--- src/rtl/decode_pkg.sv ---
// Shared decode definitions: opcodes, functs, ALUOp codes and
// control-bundle layout used by ID, ID/EX and EX.
package decode_pkg;

  localparam logic [3:0] OP_RTYPE = 4'h0;
  localparam logic [3:0] OP_ADDI  = 4'h1;
  localparam logic [3:0] OP_ANDI  = 4'h2;
  localparam logic [3:0] OP_ORI   = 4'h3;
  localparam logic [3:0] OP_LW    = 4'h4;
  localparam logic [3:0] OP_SW    = 4'h5;
  localparam logic [3:0] OP_BEQ   = 4'h6;

  localparam logic [2:0] F_ADD = 3'd0;
  localparam logic [2:0] F_SUB = 3'd1;
  localparam logic [2:0] F_AND = 3'd2;
  localparam logic [2:0] F_OR  = 3'd3;
  localparam logic [2:0] F_SLT = 3'd4;

  localparam logic [3:0] ALU_ADD = 4'b0000;
  localparam logic [3:0] ALU_SUB = 4'b0001;
  localparam logic [3:0] ALU_AND = 4'b0010;
  localparam logic [3:0] ALU_OR  = 4'b0011;
  localparam logic [3:0] ALU_SLT = 4'b0100;

  localparam int WB_REG_WRITE  = 1;
  localparam int WB_MEM_TO_REG = 0;
  localparam int M_BRANCH      = 2;
  localparam int M_MEM_READ    = 1;
  localparam int M_MEM_WRITE   = 0;
  localparam int EX_REG_DST    = 5;
  localparam int EX_ALU_SRC    = 4;

  localparam int CNT_W = 16;

  typedef struct packed {
    logic [1:0] wb;
    logic [2:0] m;
    logic [5:0] ex;
  } ctrl_t;

  function automatic logic [5:0] exBits(
    input logic regDst,
    input logic aluSrc,
    input logic [3:0] aluOp
  );
    return {regDst, aluSrc, aluOp};
  endfunction

endpackage

--- src/rtl/regfile_8x16.sv ---
// 8-entry register file, r0 hardwired to zero, with
// write-through bypass so a same-cycle write is visible on reads.
module regfile_8x16 #(
  parameter int DATA_W = 16
) (
  input  logic              clk,
  input  logic              rst_n,
  input  logic [2:0]        rdAddr1,
  input  logic [2:0]        rdAddr2,
  output logic [DATA_W-1:0] rdData1,
  output logic [DATA_W-1:0] rdData2,
  input  logic              wrEn,
  input  logic [2:0]        wrAddr,
  input  logic [DATA_W-1:0] wrData
);

  logic [DATA_W-1:0] regs [8];
  logic              wrLive;

  assign wrLive = wrEn && (wrAddr != 3'd0);

  always_ff @(posedge clk or negedge rst_n) begin
    if (!rst_n) begin
      for (int i = 0; i < 8; i++) regs[i] <= '0;
    end else if (wrLive) begin
      regs[wrAddr] <= wrData;
    end
  end

  always_comb begin
    rdData1 = regs[rdAddr1];
    rdData2 = regs[rdAddr2];
    if (wrLive && wrAddr == rdAddr1) rdData1 = wrData;
    if (wrLive && wrAddr == rdAddr2) rdData2 = wrData;
    if (rdAddr1 == 3'd0) rdData1 = '0;
    if (rdAddr2 == 3'd0) rdData2 = '0;
  end

endmodule

--- src/rtl/decode_stage.sv ---
// ID stage: decode, register read with WB bypass, load-use
// hazard detection and a saturating stall-cycle counter.
module decode_stage
  import decode_pkg::*;
#(
  parameter int DATA_W = 16,
  parameter int IMM_W  = 6
) (
  input  logic              clk,
  input  logic              rst_n,
  input  logic [15:0]       instr,
  input  logic [DATA_W-1:0] pc_plus4,
  input  logic              idex_mem_read,
  input  logic [2:0]        idex_rt,
  input  logic              wb_reg_write,
  input  logic [2:0]        wb_rd,
  input  logic [DATA_W-1:0] wb_data,
  input  logic              flush,
  output logic [1:0]        wb_ctrl,
  output logic [2:0]        m_ctrl,
  output logic [5:0]        ex_ctrl,
  output logic [DATA_W-1:0] pc_plus4_out,
  output logic [DATA_W-1:0] read_data1,
  output logic [DATA_W-1:0] read_data2,
  output logic [DATA_W-1:0] imm_sext,
  output logic [2:0]        rt_out,
  output logic [2:0]        rd_out,
  output logic              pc_write,
  output logic              ifid_write,
  output logic              illegal_instr,
  output logic [CNT_W-1:0]  stall_count
);

  logic [3:0]        opcode;
  logic [2:0]        rs, rt, rd, funct;
  logic [IMM_W-1:0]  imm;
  logic [DATA_W-1:0] rfData1, rfData2;
  logic [CNT_W-1:0]  stallCnt;
  ctrl_t             dec;
  logic              illegal, usesRt, stall, kill;

  assign opcode = instr[15:12];
  assign rs     = instr[11:9];
  assign rt     = instr[8:6];
  assign rd     = instr[5:3];
  assign funct  = instr[2:0];
  assign imm    = instr[IMM_W-1:0];

  regfile_8x16 #(.DATA_W(DATA_W)) uRegfile (
    .clk     (clk),
    .rst_n   (rst_n),
    .rdAddr1 (rs),
    .rdAddr2 (rt),
    .rdData1 (rfData1),
    .rdData2 (rfData2),
    .wrEn    (wb_reg_write),
    .wrAddr  (wb_rd),
    .wrData  (wb_data)
  );

  always_comb begin
    dec     = '0;
    illegal = 1'b0;
    unique case (1'b1)
      opcode == OP_RTYPE: begin
        dec.wb = 2'b10;
        unique case (funct)
          F_ADD:   dec.ex = exBits(1'b1, 1'b0, ALU_ADD);
          F_SUB:   dec.ex = exBits(1'b1, 1'b0, ALU_SUB);
          F_AND:   dec.ex = exBits(1'b1, 1'b0, ALU_AND);
          F_OR:    dec.ex = exBits(1'b1, 1'b0, ALU_OR);
          F_SLT:   dec.ex = exBits(1'b1, 1'b0, ALU_SLT);
          default: illegal = 1'b1;
        endcase
      end
      opcode == OP_ADDI: begin
        dec.wb = 2'b10;
        dec.ex = exBits(1'b0, 1'b1, ALU_ADD);
      end
      opcode == OP_ANDI: begin
        dec.wb = 2'b10;
        dec.ex = exBits(1'b0, 1'b1, ALU_AND);
      end
      opcode == OP_ORI: begin
        dec.wb = 2'b10;
        dec.ex = exBits(1'b0, 1'b1, ALU_OR);
      end
      opcode == OP_LW: begin
        dec.wb = 2'b11;
        dec.m[M_MEM_READ] = 1'b1;
        dec.ex = exBits(1'b0, 1'b1, ALU_ADD);
      end
      opcode == OP_SW: begin
        dec.m[M_MEM_WRITE] = 1'b1;
        dec.ex = exBits(1'b0, 1'b1, ALU_ADD);
      end
      opcode == OP_BEQ: begin
        dec.m[M_BRANCH] = 1'b1;
        dec.ex = exBits(1'b0, 1'b0, ALU_SUB);
      end
      default: illegal = 1'b1;
    endcase
  end

  assign usesRt = (opcode == OP_RTYPE) ||
                  (opcode == OP_SW) ||
                  (opcode == OP_BEQ);

  assign stall = idex_mem_read && (idex_rt != 3'd0) &&
                 ((idex_rt == rs) || (usesRt && idex_rt == rt)) &&
                 !flush;

  // Illegal opcodes become bubbles like stalls and flushes.
  assign kill = stall || flush || illegal || !rst_n;

  assign wb_ctrl    = kill ? 2'b0 : dec.wb;
  assign m_ctrl     = kill ? 3'b0 : dec.m;
  assign ex_ctrl    = kill ? 6'b0 : dec.ex;
  assign pc_write   = rst_n && !stall;
  assign ifid_write = rst_n && !stall;

  assign illegal_instr = rst_n && illegal;
  assign pc_plus4_out  = rst_n ? pc_plus4 : '0;
  assign read_data1    = rst_n ? rfData1 : '0;
  assign read_data2    = rst_n ? rfData2 : '0;
  assign rt_out        = rst_n ? rt : 3'd0;
  assign rd_out        = rst_n ? rd : 3'd0;
  assign imm_sext      = rst_n ?
    {{(DATA_W-IMM_W){imm[IMM_W-1]}}, imm} : '0;

  always_ff @(posedge clk or negedge rst_n) begin
    if (!rst_n) begin
      stallCnt <= '0;
    end else if (stall && stallCnt != '1) begin
      stallCnt <= stallCnt + 1'b1;
    end
  end

  assign stall_count = stallCnt;

endmodule

--- config.mk ---
export PLATFORM = sky130hd
export DESIGN_NAME = decode_stage
export DESIGN_NICKNAME = d
export VERILOG_FILES = /design/src/rtl/decode_pkg.sv /design/src/rtl/regfile_8x16.sv /design/src/rtl/decode_stage.sv
export SDC_FILE = /design/constraint.sdc
export NUM_CORES = 1
export LEC_CHECK = 0
export BUFFER_PORTS_ARGS = -buffer_cell sky130_fd_sc_hd__buf_2
export CAP_MARGIN = 15
export CORE_ASPECT_RATIO = 0.5
export CORE_MARGIN = 4
export CORE_UTILIZATION = 45
export DETAILED_ROUTE_END_ITERATION = 16
export PLACE_DENSITY = 0.66
export SLEW_MARGIN = 30
export SYNTH_ARGS = -nofsm -noshare
export SYNTH_HDL_FRONTEND = slang
export SYNTH_HIERARCHICAL = 1
export SYNTH_SLANG_ARGS = --single-unit
--- constraint.sdc ---
create_clock -name clk -period 2.4 [get_ports clk]
set_input_delay 0.24 -clock clk [delete_from_list [all_inputs] [get_ports clk]]
set_output_delay 0.24 -clock clk [all_outputs]
set_load 0.02 [all_outputs]
# After elaboration in Yosys (flattened, before gate mapping)
# Cells that the tools add are included.
# word_totals
register_bits,144
in_bits,59
output_inout_bits,100
elab_cells,92
# classes
add_sub_neg,1
magnitude_cmp,4
n_eq_ne,15
n_mux,30
bitwise,3
n_reduce_logical,30
# op_table
cell,count
2-to-1 mux 16 bit,13
bitwise mux 128 bit,1
binary-select mux 16 bit (select 3 bit),2
case mux 6 bit (5 select lines),2
demux 16 bit (select 3 bit),1
"adder 16 x 1 -> 16 bit, second input constant",1
"!= test 16 bit, second input constant",1
equality test 3 bit,4
"equality test 4 x 3 -> 1 bit, second input constant",3
">= comparator 4 bit, second input constant",3
NOT 3 -> 4 bit,3
logical AND 1 bit,11
logical NOT 3 bit,3
2-to-1 mux 3 bit,3
"equality test 4 x 2 -> 1 bit, second input constant",2
"equality test 3 x 2 -> 1 bit, second input constant",2
logical OR 1 bit,6
2-to-1 mux 6 bit,1
nonzero test 3 bit,2
OR reduction 6 bit,1
OR reduction 5 bit,1
"equality test 4 x 1 -> 1 bit, second input constant",1
logical NOT 4 bit,1
"less-than comparator 4 x 1 -> 1 bit, second input constant",1
9 further kinds,14

# Longest topological paths before layout
# depth
ltp_word,11
ltp_mapped,8

# Cells and area by module
# Netlist, hierarchy kept.
# by_module_without_submodules
mod,instances,cells_each,area_per_inst_um2,seq_area_each_um2
regfile_8x16,1,486,7315.8,3203.1
decode_stage,1,199,1700.4,400.4

# Worst setup path after synthesis
# Ideal clock, no wire load.
# synth_path
kind,input to output
from,input port instr[14]
to,output port wb_ctrl[0]
arrival_ps,2259
setup_slack_ps,-99
stages,7
path_buffers,2
path_cell_list,buf_2 > xor2_1 > o21ai_1 > a32oi_4 > o2111ai_4 > nor4_1 > buf_4
# synth_via
elab_chain_len,11
# synth_rtl
item,line_no,rtl
from (decl),decode_stage.sv:11,"input logic [15:0] instr,"
equality test 4 x 3 -> 1 bit or logical NOT 4 bit (tied branches),--,
logical OR 1 bit,decode_stage.sv:105,assign usesRt = (opcode == OP_RTYPE) ||
logical OR 1 bit,decode_stage.sv:106,(opcode == OP_SW) ||
logical AND 1 bit,decode_stage.sv:110,((idex_rt == rs) || (usesRt && idex_rt == rt)) &&
logical OR 1 bit,decode_stage.sv:110,
logical AND 1 bit,decode_stage.sv:109,assign stall = idex_mem_read && (idex_rt != 3'd0) &&
logical AND 1 bit,decode_stage.sv:110,
logical OR 1 bit (3 in a row),decode_stage.sv:114,assign kill = stall || flush || illegal || !rst_n;
2-to-1 mux 2 bit *,decode_stage.sv:116,assign wb_ctrl = kill ? 2'b0 : dec.wb;
to (decl),decode_stage.sv:19,"output logic [1:0] wb_ctrl,"
# Mark *: on every way between the ends. The rest lies on a longest branch, timed or not.

# Final worst setup path
# layout_path
from,register uRegfile/regs[21] in the netlist's numbering
to,output port read_data1[5]
# layout_via
elab_chain_len,6
# layout_rtl
item,line_no,rtl
from (decl),regfile_8x16.sv:17,logic [DATA_W-1:0] regs [8];
"from (signal, indexed assignment)",regfile_8x16.sv:26,regs[wrAddr] <= wrData;
binary-select mux 16 bit (select 3 bit),regfile_8x16.sv:31,rdData1 = regs[rdAddr1];
2-to-1 mux 16 bit (implied by the code) (2 in a row),regfile_8x16.sv:31,
2-to-1 mux 16 bit,regfile_8x16.sv:33,if (wrLive && wrAddr == rdAddr1) rdData1 = wrData;
2-to-1 mux 16 bit,regfile_8x16.sv:35,if (rdAddr1 == 3'd0) rdData1 = '0;
named net rfData1[5],decode_stage.sv:37,"logic [DATA_W-1:0] rfData1, rfData2;"
2-to-1 mux 16 bit,decode_stage.sv:124,assign read_data1 = rst_n ? rfData1 : '0;
to (decl),decode_stage.sv:23,"output logic [DATA_W-1:0] read_data1,"
# The timed path passes the listed nets, and every way through them passes these cells. The select of a mux whose other input is x is not followed.

==> metrics.yaml <==
synth_most_common_cell: "dfrtp_1"
hpwl_um: 16200
outcome: "finished, final reports clean"
fp.dieW_um: 208
grt_pass1_vias: 6741
die_h_um: 108
cp-end-kind: "output pin"
worstPathMaxFanout: 3
worstReg2RegEnd: "stall_count[1]"
max_slew_margin: 0.592
firstDrtPassIters: 7
p_total_mw: 7.93
rsz0062_at_grt: "no"
grt_overflow: 0
yosys-top-cells-count: "144 x dfrtp_1, 115 x mux2_2, 64 x mux4_2"
crit_required_ps: 2160
nNetsFinal: 880
nFillCells: 1659
crit_arrival_ps: 2000
synth_warnings: 6
cts_tree: "built"
initial_utilization: 0.461
setup_slack_ps: 160
fmax_ghz: 0.446
clkTransAtPathRegs_ps: 60
crit_start: "uRegfile/regs[21]"
holdBufCountCts: 1
hp-class: "in2reg"
ff2ff_setup_slack_ps: 520
cts_buffers: 17
grt_pass1_wl_um: 37400
wl_um: 23600
netlist_top_cells_area: "dfrtp_1 40%, mux4_2 16%, mux2_2 14%, and2_1 4.1%, mux2i_1 3.6%"
ant_nets: 0
synth_async_sr_flop_share: 1.00
io_buffers: 157
syn_avg_cell_area_um2: 13.2
vias_per_cell: 5.84
synth_compound_area_frac: 0.0759
grt_util_all_layers: 0.213
syn-cell-area_um2: 9020
yosysTopAreaCell: "dfrtp_1"
ys_ff_latch: 144
synth-edff-count: 0
core.rowCount: 36
wl_per_cell_um: 21.5
root_buffer: "clkbuf_16"
hold_viol_final: 0
htreeDepth: 4
gp_congestion: 0.861
fin_skew_ps: 10.8
crit_cells: 6
synthAdderAreaFrac: 0.00139
post_cts_buffers: 0
netlist_instances: 685
r2r_cells: 5
areaGrowthSynthToFinish_pct: 18.6
synth_seq_area_share: 0.400
antenna_cells: 0
tightest_slew_ps: 612
r2r_start: "stall_count[2]"
core_area_um2: 19500
cp-endpoint: "read_data1[5]"
cts_repair_resize_count: 0
syn_nets: 745
route.vias.total: 6417
insertion_delay_ps: 420
power_leakage_nw: 4.86
ios: 159
crit_chain: "mux4_2, mux2i_1, o21ai_0, o211a_1, and2_1, buf_2"
synth_top_area_frac: 0.400
synth_ff_type: "dfrtp_1"
yosys.area_share.simple: 0.103
critPathLaunchType: "register"
ir_drop_mv: 0.544
ys_types: 61
final.setup.tns_ps: 0
drv_cap: 0
drc_errors: 0
first_iter_violations: 369
grt_max_degree: 51
die-area_um2: 22500
finalSetupViolCount: 0
critPathBufInv: 1
synthXorXnorAreaFrac: 0.0243
criticalPathCategory: "reg2out"
slew_viol_final: 0
synth_top_family_by_area: "multiplexers"
clock_path_buffers: 2
critPathMaxStageDelay_ps: 470
clock-sinks: 144
dp_slack_ps: 255
post-route-period-util: 0.933
drive_gt1_frac: 0.538
synth.area.mux_share: 0.339
fin_crit_ps: 2240
antenna_found_initial: 2
slowest_stage: "mux4_2"
cp_top_family: "multiplexers"
p_per_area_nw_per_um2: 742
[sequential cells by signal, summed over array words and instances, names as in the netlist]
name	cells
uRegfile/regs	128
stall_count	16
[power by group]
group          total (mW)  internal (mW)  switching (mW)
Sequential           3.21           2.87           0.339
Combinational        2.10           1.15           0.956
Clock                2.62           1.56            1.06
[kinds of logic (layout without fill, tap and decap cells)]
group,Yosys count,count (layout)
other,1,1
XOR/XNOR,22,22
AO/OA/AOI/OAI,82,82
buffers and inverters,89,236
AND/OR/NAND/NOR,135,135
adder cells (fa/ha/maj),1,1
multiplexers,211,211
flip-flops,144,144
[per-stage QoR]
step | cells | area, um^2 | utilization | hold slack, ps
2_1_floorplan | 685 | 9020 | - | -55.6
3_3_place_gp | 1066 | 10100 | 0.517 | 110
3_5_place_dp | 1066 | 10100 | 0.517 | 112
4_1_cts | 1098 | 10700 | 0.547 | 152
5_1_grt | 1098 | 10700 | 0.547 | 178
6_report | 1098 | 10700 | 0.547 | 172
[layout make-up]
type / instances / area, um^2 / area share
sequential: 144 / 3600 / 0.337
clock inverter: 11 / 131 / 0.0123
inverter: 4 / 15.0 / 0.00140
clock buffer: 20 / 447 / 0.0418
multi-input combinational: 452 / 4940 / 0.462
timing repair buffer: 201 / 1220 / 0.115
tap: 266 / 333 / 0.0311
[how the worst min path moves through the flow]
stage                startpoint            endpoint  cells after the start
finish                    flush      stall_count[6]                      3
global route        wb_data[15]  uRegfile/regs[111]                      2
CTS                       flush      stall_count[6]                      3
detailed placement        rst_n   uRegfile/regs[49]                      1
global placement          rst_n   uRegfile/regs[17]                      1
floorplan                 rst_n      stall_count[0]                      0
[worst min-delay path, delay by kind of cell]
kind | cells | cell delay [ps]
XOR/XNOR | 1 | 120
buffers and inverters | 1 | 130
AND/OR/NAND/NOR | 1 | 60
[layer usage]
layer / vias to the layer above / global-route usage / routed length [um]
met5: - / 0 / 14
met4: 4 / 0.0628 / 388
met3: 34 / 0.0394 / 1030
met2: 206 / 0.359 / 11400
met1: 3327 / 0.288 / 10700
li1: 2846 / - / -
[placed cells by master (no fill, tap or decap), drive strengths merged, types with 7 or more instances in the layout]
cell    instances
inv             7
buf           200
dfrtp         144
and2           59
nand2           7
mux2i          32
nor3           12
clkbuf         20
o21ai          18
nor4            8
o31ai          17
o211a          16
mux4           64
xor2           16
nand3           8
mux2          115
a21oi          17
Note: power is estimated with default switching activity, not from simulation.
